## config.mk

```make
export PLATFORM = sky130hd
export DESIGN_NAME = mod_k_down_counter
export DESIGN_NICKNAME = d
export VERILOG_FILES = /design/src/rtl/mod_k_down_counter.sv
export SDC_FILE = /design/constraint.sdc
export NUM_CORES = 1
export LEC_CHECK = 0
export CAP_MARGIN = 30
export CORE_MARGIN = 10
export CORE_UTILIZATION = 50
export CTS_CLUSTER_SIZE = 10
export DETAILED_ROUTE_END_ITERATION = 8
export DONT_BUFFER_PORTS = 1
export PLACE_DENSITY = 0.65
export SKIP_LAST_GASP = 1
export SLEW_MARGIN = 20
export SYNTH_ARGS = -nofsm -noshare
export SYNTH_HDL_FRONTEND = slang
export SYNTH_SLANG_ARGS = --single-unit
```

## constraint.sdc

```tcl
create_clock -name clock -period 2.2 [get_ports clock]
set_clock_uncertainty 0.1 [all_clocks]
set_input_delay 0.44 -clock clock [delete_from_list [all_inputs] [get_ports clock]]
set_output_delay 0.44 -clock clock [all_outputs]
set_load 0.01 [all_outputs]
```

## src/rtl/mod_k_down_counter.sv

```systemverilog
// Loadable modulo-k down-counter/timer: counts a reload value down to 0 and pulses tc.
// Define MOD_K_DOWN_COUNTER_AUTO_RELOAD_EN to free-run (reload and stay in RUN) instead of one-shot.
module mod_k_down_counter #(
   parameter int unsigned n = 8,
   parameter int unsigned k = 5
) (
   input  logic         clock,
   input  logic         reset_n,
   input  logic         start,
   input  logic         pause,
   input  logic         load,
   input  logic [n-1:0] load_val,
   output logic [n-1:0] Q,
   output logic         tc,
   output logic         busy,
   output logic         done
);

   localparam logic [1:0] StIdle = 2'd0;
   localparam logic [1:0] StRun  = 2'd1;
   localparam logic [1:0] StDone = 2'd2;

   localparam logic [n-1:0] ReloadDefault = n'(k - 1);

   logic [1:0]   state_q, state_d;
   logic [n-1:0] reload_q, reload_d;
   logic [n-1:0] count_q, count_d;
   logic         tc_q, tc_d;
   logic [n-1:0] load_clamped;

   // Both operands are n bits, so k = 2^n (all-ones reload) never clamps.
   assign load_clamped = (load_val > ReloadDefault) ? ReloadDefault : load_val;

   always_comb begin
      state_d  = state_q;
      reload_d = reload_q;
      count_d  = count_q;
      tc_d     = 1'b0;
      if (load) begin
         reload_d = load_clamped;
         count_d  = load_clamped;
         state_d  = StIdle;
      end else begin
         case (state_q)
            StIdle: begin
               if (start) state_d = StRun;
            end
            StRun: begin
               if (!pause) begin
                  if (count_q != '0) begin
                     count_d = count_q - 1'b1;
                  end else begin
                     count_d = reload_q;
                     tc_d    = 1'b1;
`ifdef MOD_K_DOWN_COUNTER_AUTO_RELOAD_EN
                     state_d = StRun;
`else
                     state_d = StDone;
`endif
                  end
               end
            end
            StDone: begin
               count_d = reload_q;
               if (start) state_d = StRun;
            end
            default: begin
               state_d = StIdle;
               count_d = reload_q;
            end
         endcase
      end
   end

   always_ff @(posedge clock) begin
      if (!reset_n) begin
         state_q  <= StIdle;
         reload_q <= ReloadDefault;
         count_q  <= ReloadDefault;
         tc_q     <= 1'b0;
      end else begin
         state_q  <= state_d;
         reload_q <= reload_d;
         count_q  <= count_d;
         tc_q     <= tc_d;
      end
   end

   assign Q    = count_q;
   assign tc   = tc_q;
   assign busy = (state_q == StRun);
   assign done = (state_q == StDone);

endmodule

```

[Word level (Yosys, flattened, before mapping)]
Cells that the tools add are included.
Cells by class
  add/subtract/negate cells: 1
  magnitude comparators: 1
  equality and inequality tests: 7
  mux-type cells: 10
  bitwise logic cells: 2
  reduce and logical (&&, ||, !) cells: 7
Operator list (count)
  8-bit 2-to-1 mux: 4
  8-bit one-hot mux with 2 select lines: 1
  8-bit by 3-bit greater-than comparator with 1-bit output (second input constant): 1
  8-bit nonzero test: 1
  8-bit by 1-bit subtractor with 8-bit output (second input constant): 1
  2-bit 2-to-1 mux: 3
  2-bit != test (second input constant): 3
  2-bit one-hot mux with 2 select lines: 1
  2-bit OR reduction: 2
  4-bit OR reduction: 1
  3-bit != test (second input constant): 1
  3-bit AND reduction: 1
  2-bit by 1-bit equality test with 1-bit output (second input constant): 1
  2-bit equality test (second input constant): 1
  2-bit zero test: 1
  2-bit by 1-bit != test with 1-bit output (second input constant): 1
  1-bit inverter: 2
  2-bit AND reduction: 1
  1-bit 2-to-1 mux: 1
Word-level totals
  register bits after elaboration: 19
  input bits: 13
  output and inout port bits: 11
  word-level logic and storage cells: 32

[Depth between registers and ports, before layout]
  depth in word-level cells: 5
  mapped depth: 6
  gate-level depth less buffers: 6

[Worst setup path after synthesis]
No wires, ideal clock.
  path kind: register to register
  start point: register count_q[0] (netlist: Q[0])
  end point: register count_q[3] (netlist: Q[3])
  library setup time: 117 ps
  arrival time: 1682 ps
  required time: 1983 ps
  slack: 301 ps
  stages on the path, launching flop included: 7
  buffers on the path: 0
  period minus slack after synthesis: 1899 ps
  cells stage by stage: dfxtp_1 -> inv_1 -> ha_1 -> nor4b_2 -> a21oi_1 -> mux2_2 -> a32o_1
Between the ends
  word-level cells in the longest chain between the ends: 5
  elaborated cells on any way between the ends: 6
  those cells by class: add/sub: 1; mux: 4; reduce/logical: 1
RTL lines
  start, declared: line 27  | logic [n-1:0] count_q, count_d;
  start signal, assigned: line 79  | count_q <= ReloadDefault;
  start signal, assigned: line 84  | count_q <= count_d;
  8-bit by 1-bit subtractor with 8-bit output / 8-bit nonzero test (equally long branches): line 51, 50
  8-bit 2-to-1 mux (*): line 50  | if (count_q != '0) begin
  8-bit 2-to-1 mux (*): line 49  | if (!pause) begin
  8-bit one-hot mux with 2 select lines (*): line 44  | case (state_q)
  8-bit 2-to-1 mux (*): line 39  | if (load) begin
Every way passes the cells marked *; elsewhere a longest branch is shown, timed or not. The select of a mux whose other input is x is not followed.
A chain may end at the register's enable or synchronous reset.

[Worst setup path in the final report]
  start point: register count_q[1] (netlist: Q[1])
  end point: register count_q[4] (netlist: Q[4])
Same word-level chain as after synthesis.

==> metrics.txt <==
Total GRT Usage 0.1307; H-tree levels 1; DIE WIDTH 65.55 um; Slew Viols, Final 0; total negative slack 0 ns; clock root buffer clkbuf_4; share of layout cells above drive strength 1 0.1967; Initial Utilization 0.5287; commonest non-fill, non-tap cells in the layout dfxtp_1, nor2_1, nor3_1, buf_4; commonest non-fill, non-tap cell in the layout dfxtp_1; Seq pwr share 0.611; NetSw 142.5 uW; GPL Wtd Cong 0.8825; CTS buffer count 3; leading post-synthesis cells by cell area dfxtp_1, nor2_1, and2_1; CTS tree yes; GRT met1 Usage 0.1565; Detailed Routing Iterations Pass 1 4; Syn Std Cell Area 1037 um^2; arrival time at the worst endpoint 2.19 ns; Ys Warns 0; Fillers 204; Cells after Synth 117; fin nets 138; Avg Cell Area, Syn 8.865 um^2; Seq/Total Area, Yosys 0.3667; Longest Clk Path Bufs 2; Final Critical Period 2.066 ns; routed vias 945; drt via density 6.342; post-place setup slack 0.1937 ns; Post-Route WL 2710 um; PnR worst setup slack 0.1338 ns; maximum vdd drop 0.0002921 V; core area 1962 um^2; P_int 427.6 uW; Gate power share 0.066; Yosys cell types 46; die area 4296 um^2; CP Capture Type flip-flop; vias in the first global route 927; Clock power frac 0.322; met2 Track Usage GR 0.2049; DRT iter0 DRCs 55; top achievable clock speed 484.0 MHz; Synth area leader dfxtp_1; Remaining Overflow, GRT 0; cells resized by post-CTS repair 0; Worst Tran Pin Value 0.4785 ns; pin count of the biggest net entering global routing 15; clock net sink count 19; diode count 0; DRC 0; final hold vios 0; Synth async-reset ratio 0; Post-DP HPWL 2052 um; I/O pin count 24; # setup viols final 0; Antenna Nets Post-Route 0; Post-CTS Setup Inserts 0; syn nets 132; Port-buffer cells 0; Post-CTS Hold Buffers 0; critical setup path kind reg2reg; status finished clean; CP Max Fanout 9; Synth Register Bits 19; Max Cap Viol 0; Hold Path Class in2reg; share of the synthesized area in the top cell type 0.3667; max_slew headroom 0.6786; met3 Resource Use GR 0.04407; sw frac 0.2499; die height 65.55 um; global route hottest layer met2; clk_lat worst skew 0.30 ns; leak pwr 0.0003976 uW; Final Total Pwr 570.1 uW; critical path startpoint category flip-flop; Worst EP required 2.33 ns; average wire per standard cell 18.19 um; P&R area growth vs syn 7.238%; number of synthesized flops with an enable pin 0; initial antenna violation count 0; Final Cycle Share 0.9392; Power Density 512.5 nW/um^2; Worst-path clk slew 0.12 ns; unrepaired setup endpoints after global routing no; Synth Flop Type dfxtp_1; row count 16; first-pass GRT wire length 4540 um
-- synthesized netlist by cell type (2+ instances only) --
library cell,number
a21oi_1,4
nand3_1,3
a31oi_1,4
a22oi_1,2
and2_1,5
dfxtp_1,19
nor2b_1,4
nand2_1,5
nor2_1,9
o311ai_0,3
nor3_1,6
clkbuf_1,2
and2b_1,3
nand4_1,2
inv_1,3
nand2b_1,3
nor4_1,5
o21ai_0,5
or2_2,2
ha_1,2
-- kinds of logic (layout without fill, tap and decap cells) --
family	count (synthesis)	in the layout	synth area share
simple gates	58	58	0.3414
compound gates	29	29	0.2159
flops	19	19	0.3667
buf+inv	8	13	0.04101
fa+ha+maj	2	2	0.02412
mux	1	1	0.01086
-- through the flow --
stage	hold WS (ns)	utilization	area, um^2	std cells
after floorplan	0.3257	-	1037	117
after global placement	0.3468	0.5529	1085	145
after detailed placement	0.3526	0.5529	1085	145
after CTS	0.1105	0.5670	1112	149
after global routing	0.1026	0.5670	1112	149
final	0.1092	0.5670	1112	149
-- registers in the layout, indices dropped and copies added (netlist names) --
signal    flops
Q             8
reload_q      8
state_q       2
tc            1
-- worst paths after layout --
path	end	startpoint	slack (ns)	depth (start not counted)
max	Q[4]	Q[1]	0.13	6
min	reload_q[2]	reset_n	0.11	1
max reg2reg	Q[4]	Q[1]	0.13	6
min reg2reg	reload_q[6]	reload_q[6]	0.38	1
-- per-layer routing --
| layer | part of all wire | vias up |
|---|---|---|
| met1 | 0.42 | 457 |
| met3 | 0.085 | 4 |
| met4 | 0.011 | 0 |
| li1 | - | 451 |
| met5 | 0 | - |
| met2 | 0.48 | 33 |
-- area by class of cell --
cell class	instances	area [um^2]	share of cell area
multi-input cells	90	614.3	0.5523
flip-flops and latches	19	380.4	0.3420
repair buffers	6	45.04	0.04049
well taps	27	33.78	0.03037
clock buffers	3	22.52	0.02025
inverters	3	11.26	0.01012
clock inverters	1	5.005	0.004499
-- critical path, stage by stage, from the launching register on --
cell     delay [ns]
dfxtp_1        0.42
inv_1          0.11
ha_1           0.19
or4b_4         0.51
o21ai_4        0.31
a22oi_1        0.16
o22ai_1        0.18
-- power by group through the flow --
stage                     clock [uW]  combinational (uW)  sequential (uW)
after global placement             0                36.7              356
after detailed placement           0                37.0              356
after CTS                        188                37.2              349
after global routing             199                41.4              349
after floorplan                    0                28.5              356
final                            184                37.7              349
(Power assumes the default switching activity.)
==> RTL change 1 (same flow settings) <==
Register the outputs `busy` and `done`; this adds one clock of latency there. The other outputs are not delayed to match.
--- a/src/rtl/mod_k_down_counter.sv
+++ b/src/rtl/mod_k_down_counter.sv
@@ -90,4 +90,6 @@
    assign tc   = tc_q;
-   assign busy = (state_q == StRun);
-   assign done = (state_q == StDone);
+   always_ff @(posedge clock) begin
+      busy <= (state_q == StRun);
+      done <= (state_q == StDone);
+   end
 
Check against the original RTL: not equivalent (a bounded check fails within 4 cycles, from zero or initial values and one cycle with reset_n low).
==> RTL change 1 against the original RTL <==
  * Combinational power decreased by 7.2%
  * Final area up 2.2%
  * Worst setup slack gained 0.063 ns
  * Critical path type unchanged
  * Fmax up 3.1%
  * Routed wire length down 3.7%
  * Sequential cell count increased by 2
  * Synthesized area is 3.9% higher
  * Highest routed layer unchanged
  * Power rose by 6.5%
  * Largest cell class unchanged
  * Sequential power grew 11%
  * Count of clock-buffer cells in the layout did not move
  * Final cell count is the same
  * Synthesized cell count up 1.7%
==> RTL change 1: results (changes against the original RTL) <==
{| class="wikitable"
! Metric !! Value
|-
| Run status || completed (unchanged)
|-
| Most frequent cells after synthesis || dfxtp_1 (21), nor2_1 (9), nor3_1 (6) (was dfxtp_1 (19), nor2_1 (9), nor3_1 (6))
|-
| Tightest slew margin relative to the limit || 70.6% (was 67.9%)
|-
| Max IR drop VDD || 0.000438 V (was 0.000292 V)
|-
| Synth area leaders || dfxtp_1 (39%), nor2_1 (3.1%), and2_1 (2.9%) (was dfxtp_1 (37%), nor2_1 (3.3%), and2_1 (3.0%))
|-
| Insertion delay to the later sink of the worst-skew pair || 0.31 ns
|-
| Antenna violations before repair || 0 (unchanged)
|-
| Yosys warnings || 0 (unchanged)
|-
| Syn_nets || 134 (was 132)
|-
| Clock transition at the registers of the reported paths || 0.12 ns (about the same)
|-
| Global-route wire length before repair || 4220 um (was 4540 um)
|-
| Quantity of gates resized following cts || 0 (unchanged)
|-
| Largest buffer count on any clock path || 2 (unchanged)
|-
| DR vias/cell || 6.31 (was 6.34)
|-
| Number of buffers inserted during clock tree synthesis || 3 (unchanged)
|-
| H-tree levels || 1 (unchanged)
|-
| Initial DRC Count || 60 (was 55)
|-
| Leakage Power || 0.403 nW (was 0.398 nW)
|-
| Maximum net fanout on the critical path || 9 (unchanged)
|-
| Routed wire length per instance || 17.5 um (was 18.2 um)
|-
| DRT Wirelength || 2610 um (was 2710 um)
|-
| Final antenna diode count || 0 (unchanged)
|-
| Number of unique standard cell types used by synthesis || 46 (unchanged)
|-
| Share of synthesized area occupied by flip-flops and latches || 39.0% (was 36.7%)
|-
| Number of instances in the synthesized netlist || 119 (was 117)
|-
| Clock root buffer || clkbuf_4 (unchanged)
|-
| Net count reported at finish || 138 (unchanged)
|-
| Number of global-route vias before repair || 893 (was 927)
|-
| Post-Place Setup Slack || 0.229 ns (was 0.194 ns)
|-
| Worst endpoint data arrival time || 2.15 ns (was 2.19 ns)
|-
| Post-CTS repair timing setup buffer count || 0 (unchanged)
|-
| DP HPWL || 1990 um (was 2050 um)
|-
| Critical path's slowest cell || or4b_4 (unchanged)
|-
| GRT Util Overall || 12.2% (was 13.1%)
|-
| Fraction of registers with async set/reset || 0% (unchanged)
|-
| Switching pwr || 144 uW (was 142 uW)
|-
| Family with the most delay on the worst path || compound AO/OA/AOI/OAI gates (unchanged)
|-
| HP Class || input pin to flip-flop (unchanged)
|-
| Gp weighted congestion || 0.859 (was 0.883)
|-
| Final critical-path share of the clock period || 91.1% (was 93.9%)
|-
| Total iterations of the first detailed-routing run || 4 (unchanged)
|-
| Fraction of layout cells with a size suffix above 1 || 18.0% (was 19.7%)
|-
| Buffers on Ports || 0 (unchanged)
|-
| Largest incremental delay on the critical path || 0.51 ns (about the same)
|}
==> RTL change 1: layer usage <==
| layer | GRT usage [%] | wire [um] | part of all wire, % |
|---|---|---|---|
| met5 | 0 | 0 | 0 |
| met4 | 3.14 | 27 | 1.0 |
| met3 | 5.59 | 272 | 10 |
| met2 | 20.2 | 1210 | 46 |
| met1 | 13.7 | 1100 | 42 |
==> RTL change 1: final timing paths <==
kind | from | end | slack (ns) | cells after the start
max | Q[1]$_SDFFE_PN0P_ | Q[5]$_SDFFE_PN0P_ | 0.20 | 6
min | reset_n | reload_q[2]$_SDFFE_PN1P_ | 0.11 | 1
max reg2reg | Q[1]$_SDFFE_PN0P_ | Q[5]$_SDFFE_PN0P_ | 0.20 | 6
min reg2reg | reload_q[5]$_SDFFE_PN0P_ | reload_q[5]$_SDFFE_PN0P_ | 0.38 | 1
==> RTL change 1: power by group through the flow <==
stage	Sequential [mW]	Clock, mW	Combinational [mW]
2_1_floorplan	0.394	0	0.0280
3_3_place_gp	0.395	0	0.0338
3_5_place_dp	0.395	0	0.0340
4_1_cts	0.387	0.191	0.0343
5_1_grt	0.387	0.210	0.0390
6_report	0.387	0.186	0.0350
==> RTL change 1: cells by family (layout without fill, tap and decap cells) <==
logic type | Yosys count | in the layout | synth area share (%)
DFF | 21 | 21 | 39.0
muxes | 1 | 1 | 1.05
AOI/OAI and AO/OA | 29 | 29 | 20.8
adders and majority gates | 2 | 2 | 2.32
buffers and inverters | 8 | 11 | 3.95
and+or+nand+nor | 58 | 58 | 32.9
==> RTL change 1: area by class of cell <==
cell class	instances	area [um^2]
Sequential cell	21	420
Multi-Input combinational cell	90	614
Clock inverter	1	5.00
Fill cell	199	865
Clock buffer	3	22.5
Timing Repair Buffer	4	30.0
Tap cell	27	33.8
Inverter	3	11.3
==> RTL change 2 (same flow settings) <==
Made on the original files. The option `MOD_K_DOWN_COUNTER_AUTO_RELOAD_EN` is turned on by a define.
--- a/src/rtl/mod_k_down_counter.sv
+++ b/src/rtl/mod_k_down_counter.sv
@@ -2,2 +2,4 @@
 // Define MOD_K_DOWN_COUNTER_AUTO_RELOAD_EN to free-run (reload and stay in RUN) instead of one-shot.
+`define MOD_K_DOWN_COUNTER_AUTO_RELOAD_EN
+
 module mod_k_down_counter #(
Check against the original RTL: not equivalent (a bounded check fails within 4 cycles, from zero or initial values and one cycle with reset_n low).
==> RTL change 2 against the original RTL <==
  * Worst setup slack improved by 0.077 ns
  * Critical path type unchanged
  * Final area fell by 13%
  * Final cell count is 14% lower
  * Highest routed layer unchanged
  * Synthesized area down 14%
  * First-iteration DRC count decreased by 53%
  * Fmax increased by 3.9%
  * Count of clock-buffer cells in the layout is 1 higher
  * Utilization rose by 0.23 points
  * Power is 0.36% higher
  * Sequential cell count decreased by 1
  * Sequential share of layout area is 2.9 points higher
  * Routed wire length fell by 20%
==> RTL change 2: results (changes against the original RTL) <==
{| class="wikitable"
! Metric !! Value
|-
| Total iterations of the first detailed-routing run || 5 (was 4)
|-
| Routed wire length per instance || 16.9 um (was 18.2 um)
|-
| Number of global-route vias before repair || 748 (was 927)
|-
| P_int || 445 uW (was 428 uW)
|-
| Net count reported at finish || 119 (was 138)
|-
| Worst Hold Slack || 0.122 ns (was 0.109 ns)
|-
| Met3 layer wire length in the routed design || 198 um (was 230 um)
|-
| Total via count after detailed routing || 768 (was 945)
|-
| Min-delay src || reset_n (unchanged)
|-
| Number of unique standard cell types used by synthesis || 40 (was 46)
|-
| Share of power burned in registers || 57.9% (was 61.1%)
|-
| Number of instances in the synthesized netlist || 99 (was 117)
|-
| Sw Ratio || 22.2% (was 25.0%)
|-
| Largest net degree at the start of global routing || 13 (was 15)
|-
| Area after DPL || 936 um^2 (was 1080 um^2)
|-
| Clock root buffer || clkbuf_4 (unchanged)
|-
| Run status || completed (unchanged)
|-
| Syn_nets || 114 (was 132)
|-
| Wire length on met1 || 905 um (was 1140 um)
|-
| Reg-to-reg setup timing slack || 0.21 ns (was 0.13 ns)
|-
| Maximum net fanout on the critical path || 3 (was 9)
|-
| GR met3 Demand/Resource || 6.45% (was 4.41%)
|-
| Global-route wire length before repair || 3730 um (was 4540 um)
|-
| Global routing met2 resource utilization || 17.8% (was 20.5%)
|-
| Non-filler cells, final || 128 (was 149)
|-
| Worst Max-Slew Pin Slew || 0.707 ns (was 0.478 ns)
|-
| R2R Path End || Q[0]$_SDFFE_PN0P_ (was Q[4]$_SDFFE_PN0P_)
|-
| Leakage Power || 0.340 nW (was 0.398 nW)
|-
| Max IR drop VDD || 0.000330 V (was 0.000292 V)
|-
| Synth area leaders || dfxtp_1 (40%), nand2b_1 (4.2%), a21oi_1 (3.4%) (was dfxtp_1 (37%), nor2_1 (3.3%), and2_1 (3.0%))
|-
| Fraction of layout cells with a size suffix above 1 || 13.6% (was 19.7%)
|-
| GRT met1 Usage || 12.9% (was 15.6%)
|-
| Clock network power || 203 uW (was 184 uW)
|-
| Uppermost routed layer || met4 (unchanged)
|-
| Share of synthesized area occupied by flip-flops and latches || 40.3% (was 36.7%)
|-
| Category of the worst setup path capture point || flip-flop (unchanged)
|-
| Worst endpoint data arrival time || 2.08 ns (was 2.19 ns)
|-
| DP HPWL || 1620 um (was 2050 um)
|-
| Met2 wire length || 1030 um (was 1310 um)
|-
| Gp weighted congestion || 0.795 (was 0.883)
|-
| Post-Place Setup Slack || 0.220 ns (was 0.194 ns)
|-
| Initial DRC Count || 26 (was 55)
|}
RTL change 2: area by class of cell:
type | count | area (um^2)
multi-input combinational | 73 | 495
sequential | 18 | 360
tap | 25 | 31.3
inverter | 3 | 11.3
fill | 168 | 736
timing repair buffer | 5 | 37.5
clock buffer | 4 | 36.3
RTL change 2: cell families (layout without fill, tap and decap cells):
| kind of cell | Yosys count | after routing | share of synthesized area, % |
|---|---|---|---|
| simple gates | 40 | 40 | 26.6 |
| compound gates | 25 | 25 | 20.0 |
| flops | 18 | 18 | 40.3 |
| buf+inv | 8 | 12 | 4.20 |
| mux | 4 | 4 | 4.62 |
| fa+ha+maj | 2 | 2 | 2.80 |
| other cells | 1 | 1 | 0.420 |
| xor+xnor | 1 | 1 | 0.981 |
RTL change 2: critical path, stage by stage, from the launching register on:
cell,delay (ns)
dfxtp_1,0.32
inv_1,0.09
ha_1,0.16
or4b_1,0.47
o21ai_2,0.14
mux2_1,0.33
o311a_1,0.28
